--- config.mk ---
export PLATFORM = sky130hd
export DESIGN_NAME = fifo_wr_ctrl_param_flat
export DESIGN_NICKNAME = d
export VERILOG_FILES = /design/src/rtl/fifo_wr_ctrl_param_if.sv /design/src/rtl/fifo_wr_ctrl_param.sv /design/src/flat_wrapper.sv
export SDC_FILE = /design/constraint.sdc
export NUM_CORES = 1
export LEC_CHECK = 0
export CAP_MARGIN = 0
export CELL_PAD_IN_SITES_DETAIL_PLACEMENT = 1
export CELL_PAD_IN_SITES_GLOBAL_PLACEMENT = 1
export CORE_AREA = 2 2 52 54
export CTS_CLUSTER_DIAMETER = 40
export CTS_CLUSTER_SIZE = 28
export DETAILED_ROUTE_END_ITERATION = 10
export DIE_AREA = 0 0 54 56
export GPL_TIMING_DRIVEN = 1
export PLACE_DENSITY = 0.7
export SETUP_SLACK_MARGIN = 0.1
export SLEW_MARGIN = 20
export SYNTH_ARGS = -nofsm -noshare
export SYNTH_HDL_FRONTEND = slang
export SYNTH_SLANG_ARGS = --single-unit
--- constraint.sdc ---
create_clock -name wclk -period 2.7 [get_ports wclk]
set_input_delay 0.405 -clock wclk [delete_from_list [all_inputs] [get_ports wclk]]
set_output_delay 0.405 -clock wclk [all_outputs]
set_load 0.1 [all_outputs]
--- src/rtl/fifo_wr_ctrl_param_if.sv ---
// Write-side bundle of the dual-clock FIFO: producer request, synchronised read
// pointer, RAM write port and the status flags produced by fifo_wr_ctrl_param.
interface fifo_wr_ctrl_param_if #(
    parameter int ADDR_W = 3
);
    logic              wr_en;
    logic [ADDR_W:0]   g_rd_ptr_sync;
    logic              ovf_clr;
    logic              mem_we;
    logic [ADDR_W-1:0] wr_addr;
    logic [ADDR_W:0]   b_wr_ptr;
    logic [ADDR_W:0]   g_wr_ptr;
    logic              full;
    logic              almost_full;
    logic [ADDR_W:0]   wr_level;
    logic              overflow;

    modport master (
        output wr_en, g_rd_ptr_sync, ovf_clr,
        input  mem_we, wr_addr, b_wr_ptr, g_wr_ptr, full, almost_full, wr_level, overflow
    );

    modport slave (
        input  wr_en, g_rd_ptr_sync, ovf_clr,
        output mem_we, wr_addr, b_wr_ptr, g_wr_ptr, full, almost_full, wr_level, overflow
    );
endinterface

--- src/rtl/fifo_wr_ctrl_param.sv ---
// Write-domain controller of a dual-clock FIFO: binary/Gray write pointers, RAM strobe,
// full/almost-full, fill level. Define FIFO_WR_OVF_EN to build the sticky overflow flag.
module fifo_wr_ctrl_param #(
    parameter int ADDR_W    = 3,
    parameter int AF_THRESH = 2
) (
    input logic                wclk,
    input logic                wrst_n,
    fifo_wr_ctrl_param_if.slave bus
);
    localparam int PW    = ADDR_W + 1;
    localparam int DEPTH = 1 << ADDR_W;
    localparam logic [PW-1:0] DEPTH_P = PW'(DEPTH);
    localparam logic [PW-1:0] AF_P    = PW'(AF_THRESH);

    logic [PW-1:0] b_wr_ptr_q, b_wr_ptr_d;
    logic [PW-1:0] g_wr_ptr_q, g_wr_ptr_d;
    logic [PW-1:0] wr_level_q, wr_level_d;
    logic          full_q, full_d;
    logic          almost_full_q, almost_full_d;
    logic [PW-1:0] b_rd;
    logic [PW-1:0] g_rd_full;
    logic [PW-1:0] free_slots;
    logic          push;

    // Each binary bit is the XOR of all Gray bits from the MSB down to that position.
    generate
        for (genvar gi = 0; gi < PW; gi++) begin : g_gray2bin
            assign b_rd[gi] = ^(bus.g_rd_ptr_sync >> gi);
        end
    endgenerate

    // Full when the write pointer sits exactly one lap ahead of the read pointer.
    assign g_rd_full = {~bus.g_rd_ptr_sync[ADDR_W:ADDR_W-1], bus.g_rd_ptr_sync[ADDR_W-2:0]};

    always_comb begin
        push          = bus.wr_en & ~full_q;
        b_wr_ptr_d    = b_wr_ptr_q + PW'(push);
        g_wr_ptr_d    = b_wr_ptr_d ^ (b_wr_ptr_d >> 1);
        full_d        = (g_wr_ptr_d == g_rd_full);
        wr_level_d    = b_wr_ptr_d - b_rd;
        free_slots    = DEPTH_P - wr_level_d;
        almost_full_d = (free_slots <= AF_P);
    end

    always_ff @(posedge wclk or negedge wrst_n) begin
        if (!wrst_n) begin
            b_wr_ptr_q    <= '0;
            g_wr_ptr_q    <= '0;
            wr_level_q    <= '0;
            full_q        <= 1'b0;
            almost_full_q <= 1'b0;
        end else begin
            b_wr_ptr_q    <= b_wr_ptr_d;
            g_wr_ptr_q    <= g_wr_ptr_d;
            wr_level_q    <= wr_level_d;
            full_q        <= full_d;
            almost_full_q <= almost_full_d;
        end
    end

    // The strobe is masked during reset so no RAM write escapes while pointers are held.
    assign bus.mem_we      = push & wrst_n;
    assign bus.wr_addr     = b_wr_ptr_q[ADDR_W-1:0];
    assign bus.b_wr_ptr    = b_wr_ptr_q;
    assign bus.g_wr_ptr    = g_wr_ptr_q;
    assign bus.full        = full_q;
    assign bus.almost_full = almost_full_q;
    assign bus.wr_level    = wr_level_q;

`ifdef FIFO_WR_OVF_EN
    logic overflow_q, overflow_d;

    // A rejected write on the same edge as a clear keeps the flag set.
    always_comb begin
        overflow_d = overflow_q;
        if (bus.ovf_clr)
            overflow_d = 1'b0;
        if (bus.wr_en & full_q)
            overflow_d = 1'b1;
    end

    always_ff @(posedge wclk or negedge wrst_n) begin
        if (!wrst_n)
            overflow_q <= 1'b0;
        else
            overflow_q <= overflow_d;
    end

    assign bus.overflow = overflow_q;
`else
    logic ovf_clr_unused;
    assign ovf_clr_unused = bus.ovf_clr;
    assign bus.overflow   = 1'b0;
`endif

endmodule

--- src/flat_wrapper.sv ---
// flat-port wrapper written by rule: the top's interface ports become plain ports
module fifo_wr_ctrl_param_flat 
#(
    parameter int ADDR_W    = 3,
    parameter int AF_THRESH = 2
)
  (wclk, wrst_n, bus_wr_en, bus_g_rd_ptr_sync, bus_ovf_clr, bus_mem_we, bus_wr_addr, bus_b_wr_ptr, bus_g_wr_ptr, bus_full, bus_almost_full, bus_wr_level, bus_overflow);
  fifo_wr_ctrl_param_if #(.ADDR_W(ADDR_W)) bus_i ();
  input logic wclk;
  input logic wrst_n;
  input wire logic [$bits(bus_i.wr_en)-1:0] bus_wr_en;
  input wire logic [$bits(bus_i.g_rd_ptr_sync)-1:0] bus_g_rd_ptr_sync;
  input wire logic [$bits(bus_i.ovf_clr)-1:0] bus_ovf_clr;
  output wire logic [$bits(bus_i.mem_we)-1:0] bus_mem_we;
  output wire logic [$bits(bus_i.wr_addr)-1:0] bus_wr_addr;
  output wire logic [$bits(bus_i.b_wr_ptr)-1:0] bus_b_wr_ptr;
  output wire logic [$bits(bus_i.g_wr_ptr)-1:0] bus_g_wr_ptr;
  output wire logic [$bits(bus_i.full)-1:0] bus_full;
  output wire logic [$bits(bus_i.almost_full)-1:0] bus_almost_full;
  output wire logic [$bits(bus_i.wr_level)-1:0] bus_wr_level;
  output wire logic [$bits(bus_i.overflow)-1:0] bus_overflow;
  assign bus_i.wr_en = bus_wr_en;
  assign bus_i.g_rd_ptr_sync = bus_g_rd_ptr_sync;
  assign bus_i.ovf_clr = bus_ovf_clr;
  assign bus_mem_we = bus_i.mem_we;
  assign bus_wr_addr = bus_i.wr_addr;
  assign bus_b_wr_ptr = bus_i.b_wr_ptr;
  assign bus_g_wr_ptr = bus_i.g_wr_ptr;
  assign bus_full = bus_i.full;
  assign bus_almost_full = bus_i.almost_full;
  assign bus_wr_level = bus_i.wr_level;
  assign bus_overflow = bus_i.overflow;
  fifo_wr_ctrl_param #(.ADDR_W(ADDR_W), .AF_THRESH(AF_THRESH)) u_core (.wclk(wclk), .wrst_n(wrst_n), .bus(bus_i));
endmodule
After elaboration in Yosys (flattened, before gate mapping)

Index checks and enable logic that the tools add are counted.

Register bits: 14
Input port bits: 8
Word-level logic and storage cells: 19

Add/sub/neg operators: 3
$lt $le $gt $ge: 1
Equal/unequal tests: 1
Bitwise logic cells: 5
Reductions and logical operators: 4

Operator list:

| cell                | count |
|---|---|
| $reduce_xor 4->1    | 4 |
| $add 4x1->4         | 1 |
| $eq 4x4->1          | 1 |
| $le 4x2->1 const B  | 1 |
| $sub 4x4->4         | 1 |
| $sub 4x4->4 const A | 1 |
| $xor 4x3->4         | 1 |
| $and 1x1->1         | 2 |
| $not 2->2           | 1 |
| $not 1->1           | 1 |

Logic depth before layout (Yosys ltp)

Word-level depth: 6
Gate-level depth with buffers: 10
Mapped depth without buffers: 10

Worst setup path before layout

OpenSTA, ideal clock, no wires.

Path kind: reg-to-reg
Start point: reg u_core.full_q, in the netlist u_core.bus.full
End point: reg u_core.almost_full_q, in the netlist u_core.bus.almost_full
Arrival time: 2.844 ns
Setup slack: -0.224 ns
Cell stages (with the launch flop): 11
Path buffers: 1
Cell sequence: dfrtp_1 > and3b_1 > ha_1 > clkbuf_1 > xor2_1 > ha_1 > inv_1 > ha_1 > and3_1 > xnor3_1 > nor3_2

Word-level cells in the longest chain between the ends: 6

Ends and longest elaborated chain:

| what                     | line                     | source |
|---|---|---|
| start, declared          | fifo_wr_ctrl_param.sv:19 | `logic full_q, full_d;` |
| start signal, assigned   | fifo_wr_ctrl_param.sv:57 | `full_q <= full_d;` |
| $not 1->1                | fifo_wr_ctrl_param.sv:37 | `push = bus.wr_en & ~full_q;` |
| $and 1x1->1              | fifo_wr_ctrl_param.sv:37 |  |
| $add 4x1->4              | fifo_wr_ctrl_param.sv:38 | `b_wr_ptr_d = b_wr_ptr_q + PW'(push);` |
| via u_core.b_wr_ptr_d[1] | fifo_wr_ctrl_param.sv:16 | `logic [PW-1:0] b_wr_ptr_q, b_wr_ptr_d;` |
| $sub 4x4->4              | fifo_wr_ctrl_param.sv:41 | `wr_level_d = b_wr_ptr_d - b_rd;` |
| via u_core.wr_level_d[1] | fifo_wr_ctrl_param.sv:18 | `logic [PW-1:0] wr_level_q, wr_level_d;` |
| $sub 4x4->4              | fifo_wr_ctrl_param.sv:42 | `free_slots = DEPTH_P - wr_level_d;` |
| $le 4x2->1               | fifo_wr_ctrl_param.sv:43 | `almost_full_d = (free_slots <= AF_P);` |
| via u_core.almost_full_d | fifo_wr_ctrl_param.sv:20 | `logic almost_full_q, almost_full_d;` |
| end signal, assigned     | fifo_wr_ctrl_param.sv:58 | `almost_full_q <= almost_full_d;` |
| end, declared            | fifo_wr_ctrl_param.sv:20 |  |

The timed path passes the listed nets, and every way through them passes these cells.

Worst setup path after layout

Start point: in bus_wr_en
End point: reg u_core.almost_full_q, in the netlist u_core.bus.almost_full

Word-level cells in the longest chain between the ends: 5

Ends and longest elaborated chain:

| what                     | line                     | source |
|---|---|---|
| start, declared          | flat_wrapper.sv:11       | `input wire logic [$bits(bus_i.wr_en)-1:0] bus_wr_en;` |
| $and 1x1->1              | fifo_wr_ctrl_param.sv:37 |  |
| $add 4x1->4              | fifo_wr_ctrl_param.sv:38 |  |
| via u_core.b_wr_ptr_d[1] | fifo_wr_ctrl_param.sv:16 |  |
| $sub 4x4->4              | fifo_wr_ctrl_param.sv:41 |  |
| via u_core.wr_level_d[1] | fifo_wr_ctrl_param.sv:18 |  |
| $sub 4x4->4              | fifo_wr_ctrl_param.sv:42 |  |
| $le 4x2->1               | fifo_wr_ctrl_param.sv:43 |  |
| via u_core.almost_full_d | fifo_wr_ctrl_param.sv:20 |  |

The timed path passes the listed nets, and every way through them passes these cells.

==> reports/results.env <==
ANTENNA_VIOLATING_NETS_POST_ROUTE=0
YOSYSWARNINGCOUNT=0
GRT_USAGE=0.116
CRITICAL_PATH.STARTPOINT='bus_wr_en'
INITIAL_CORE_UTIL=0.324
FLOORPLAN.DIE_AREA_SQ_UM=3020
FINAL_DESIGN_AREA_NO_FILL_SQ_UM=1140
DRT-TOTAL-WL_UM=1510
CLK_BUF_DEPTH=2
FP.DIEW_UM=54
NUMBER_OF_GLOBAL_ROUTE_VIAS_BEFORE_REPAIR=551
SYN_NETS=77
CTS_ROOT_BUF='clkbuf_4'
CRIT_BUF_INV=2
SYNTHARSTFLOPSHARE=1.00
DR.PASS1.ITERS=2
GRT_ANTENNA_BEFORE_REPAIR=0
ROUTE.DETAILED.DRC=0
ANTENNADIODECOUNT=0
WORSTREG2REGEND='u_core.bus.almost_full'
SYNTH_MOST_COMMON_CELL='dfrtp_1'
SYNTH_AREA_SQ_UM=787
CLOCK-SINKS=13
CRIT_SLOWEST_CELL='clkdlybuf4s50_1'
FINAL_LAYOUT_SIZE_SUFFIX_GT1_FRAC=0.484
CRITPATHLAUNCHTYPE='primary input'
YS_DOMINANT_REG_CELL='dfrtp_1'
CLK_PIN_SLEW_NS=0.08
SLOWEST_DELAY_NS=0.47
WIRE_LENGTH_OF_THE_FIRST_GLOBAL_ROUTING_PASS_UM=2520
FILL_CELLS=270
LAYOUT.AREA.SEQ_SQ_UM=334
OVERALL_DIE_HEIGHT_UM=56
GP_CONGESTION=0.706
CLOCK_SKEW_NS=0.00892
TIMING.HOLD.WORST.CLASS='in -> async'
POST_SYNTH_MAIN_AREA_CONTRIBUTORS='dfrtp_1, xnor2_1, ha_1'
AREA_GROWTH_SYN_TO_LAYOUT_PCT=44.8
HTREE_NUM_LEVELS=1
SEQUENTIAL_CELL_AREA_FRACTION_IN_THE_YOSYS_REPORT=0.413
POST_SYNTH_NUM_CELL_TYPES=22
DESIGN.FINAL.NETS=110
WORST-ENDPOINT-REQUIRED_NS=2.90
RR_STARTPOINT='u_core.bus.b_wr_ptr[0]'
PORT_BUFFERS=24
TIMING.CRITICAL_PATH.FANOUT_MAX=2
PIN_COUNT_OF_THE_BIGGEST_NET_ENTERING_GLOBAL_ROUTING=15
CTS_BUFFERS=3
SYNTH.LARGEST_AREA_CELL='dfrtp_1'
CRIT_TYPE='in -> reg'
CRIT_CELLS=10
SYNTH_ENABLE_FLOP_CELLS=0
ROUTED_WIRE_LENGTH_PER_INSTANCE_UM=12.1
REG2REGPATHDEPTH=9
GR-MAX-USAGE-LAYER='met2'
RUN_STATUS='finished, final reports clean'
VIA_COUNT=533
SYNTH-SEQ-CELLS=13
MAX_CAP_VIOL_COUNT=0
CELL_WITH_THE_MOST_INSTANCES_ON_THE_WORST_PATH='ha_1'
REG2REG_SLACK_NS=0.27
PLACEMENT_ROWS=18
TIMING.FINAL.MAX_SLEW_VIOLATIONS=0
SYNTH.AVG_CELL_AREA_SQ_UM=12.5
WORSTSETUPENDPOINTTYPE='flop'
PLACE.DETAILED.HPWL_UM=1200
SETUP_VIOL=0
GRT_USE_MET3=0.0430
TIMING.FINAL.CRIT_PERIOD_NS=2.47
MULTI_INPUT_COMB_AREA_SQ_UM=425
RSZ_0062_RAISED_AFTER_GLOBAL_ROUTING='false'
FP.COREAREA_SQ_UM=2430
PLACED_AREA_SQ_UM=1070
CTS_TREE='built'
SYNTH.TOP_CELL.AREA_SHARE=0.413
USE_MET1=0.144
DESIGN.PORTCOUNT=27
VIASPERCELL=4.26
DRT_ITER0_MARKERS=1
TIMING_HOLD_VIOLATIONS_FINAL=0
ENDPOINT='u_core.bus.almost_full'
GLOBAL_ROUTE.OVERFLOW_TOTAL=0
GRTUSAGEMET2=0.192
CRIT_CHAIN='clkdlybuf4s50_1 > and3b_1 > ha_1 > xor2_1 > ha_1 > inv_1 > ha_2 > and3_4 > xnor3_1 > nor3_2'
POST-ROUTE-PERIOD-UTIL=0.914
CRITPATHARRIVALTIME_NS=2.67
TIMING.CRITICAL_PATH.MAX_DELAY_FAMILY='adder cells'
SYNTH_CELLS=63
ACHIEVABLE-FREQUENCY_MHz=405
WORSTSKEWPAIRLATENCY_NS=0.27
MOST_FREQUENT_CELLS_AFTER_SYNTHESIS='dfrtp_1, xnor2_1, ha_1'
CTS_HOLD_BUF=0
==> worst min path at each step <==
stage | startpoint | end | slack, ns | depth (start not counted)
finish | wrst_n | u_core.bus.wr_level[0] | 0.43 | 2
global route | wrst_n | u_core.bus.wr_level[0] | 0.44 | 2
CTS | wrst_n | u_core.bus.wr_level[0] | 0.43 | 2
detailed placement | u_core.bus.b_wr_ptr[3] | u_core.bus.b_wr_ptr[3] | 0.55 | 1
global placement | u_core.bus.b_wr_ptr[3] | u_core.bus.b_wr_ptr[3] | 0.53 | 1
floorplan | wrst_n | u_core.bus.almost_full | 0.11 | 0
==> stage by stage <==
stage                     setup slack (ns)  hold slack (ns)  cells  TNS, ns   util
final                                0.231            0.434    125        0  0.469
after global routing                 0.119            0.437    125        0  0.469
after CTS                            0.106            0.433    124        0  0.454
after detailed placement            -0.189            0.549    120   -0.189  0.440
after global placement              -0.109            0.525    120   -0.109  0.440
after floorplan                      0.111            0.109     63        0      -
==> cells by family after synthesis <==
logic type | Yosys count | share of synthesized area
buffers and inverters | 12 | 0.0811
xor gates and xnor gates | 18 | 0.277
adders and majority gates | 7 | 0.110
other | 1 | 0.00476
DFF | 13 | 0.413
and+or+nand+nor | 9 | 0.0779
AOI/OAI and AO/OA | 3 | 0.0366
==> repair_timing <==
action | CTS | global route
endpoints found under the setup margin | 1 | 1
resized for setup | 1 | 8
pin swaps | 1 | 4
buffers inserted | 0 | 1
==> layout make-up <==
type / count / share of cell area
Tap cell: 30 / 0.0329
Sequential cell: 13 / 0.293
Timing Repair Buffer: 35 / 0.261
Clock buffer: 4 / 0.0231
Inverter: 5 / 0.0165
Multi-Input combinational cell: 38 / 0.373
==> layout by cell type (no fill, tap or decap), drive strengths merged, types with 2 or more instances in the layout <==
cell type and n:
xnor2 12, clkdlybuf4s50 3, a21oi 2, clkbuf 4
ha 6, nor2b 2, dfrtp 13, buf 29
xnor3 4, and3 2, inv 5, dlymetal6s2s 3
xor2 2
==> registers in the layout (all words and copies together), names as in the netlist <==
name                    count
u_core.bus.b_wr_ptr         4
u_core.bus.wr_level         4
u_core.bus.full             1
u_core.bus.almost_full      1
u_core.bus.g_wr_ptr         3
==> per-layer routing <==
metal	routed length (um)	share of wire
met5	0	0
met4	0	0
met3	120	0.079
met2	772	0.51
met1	621	0.41
==> worst register-to-register path, delay by kind of cell, from the launching register on <==
family	cells	cell delay [ns]
fa+ha+maj	3	0.79
buf+inv	1	0.08
simple gates	3	0.59
xor+xnor	2	0.41
flops	1	0.50
Power is left out: the tool's default activity adds up to more than one toggle a clock period on the data nets, which glitch-free logic cannot reach.
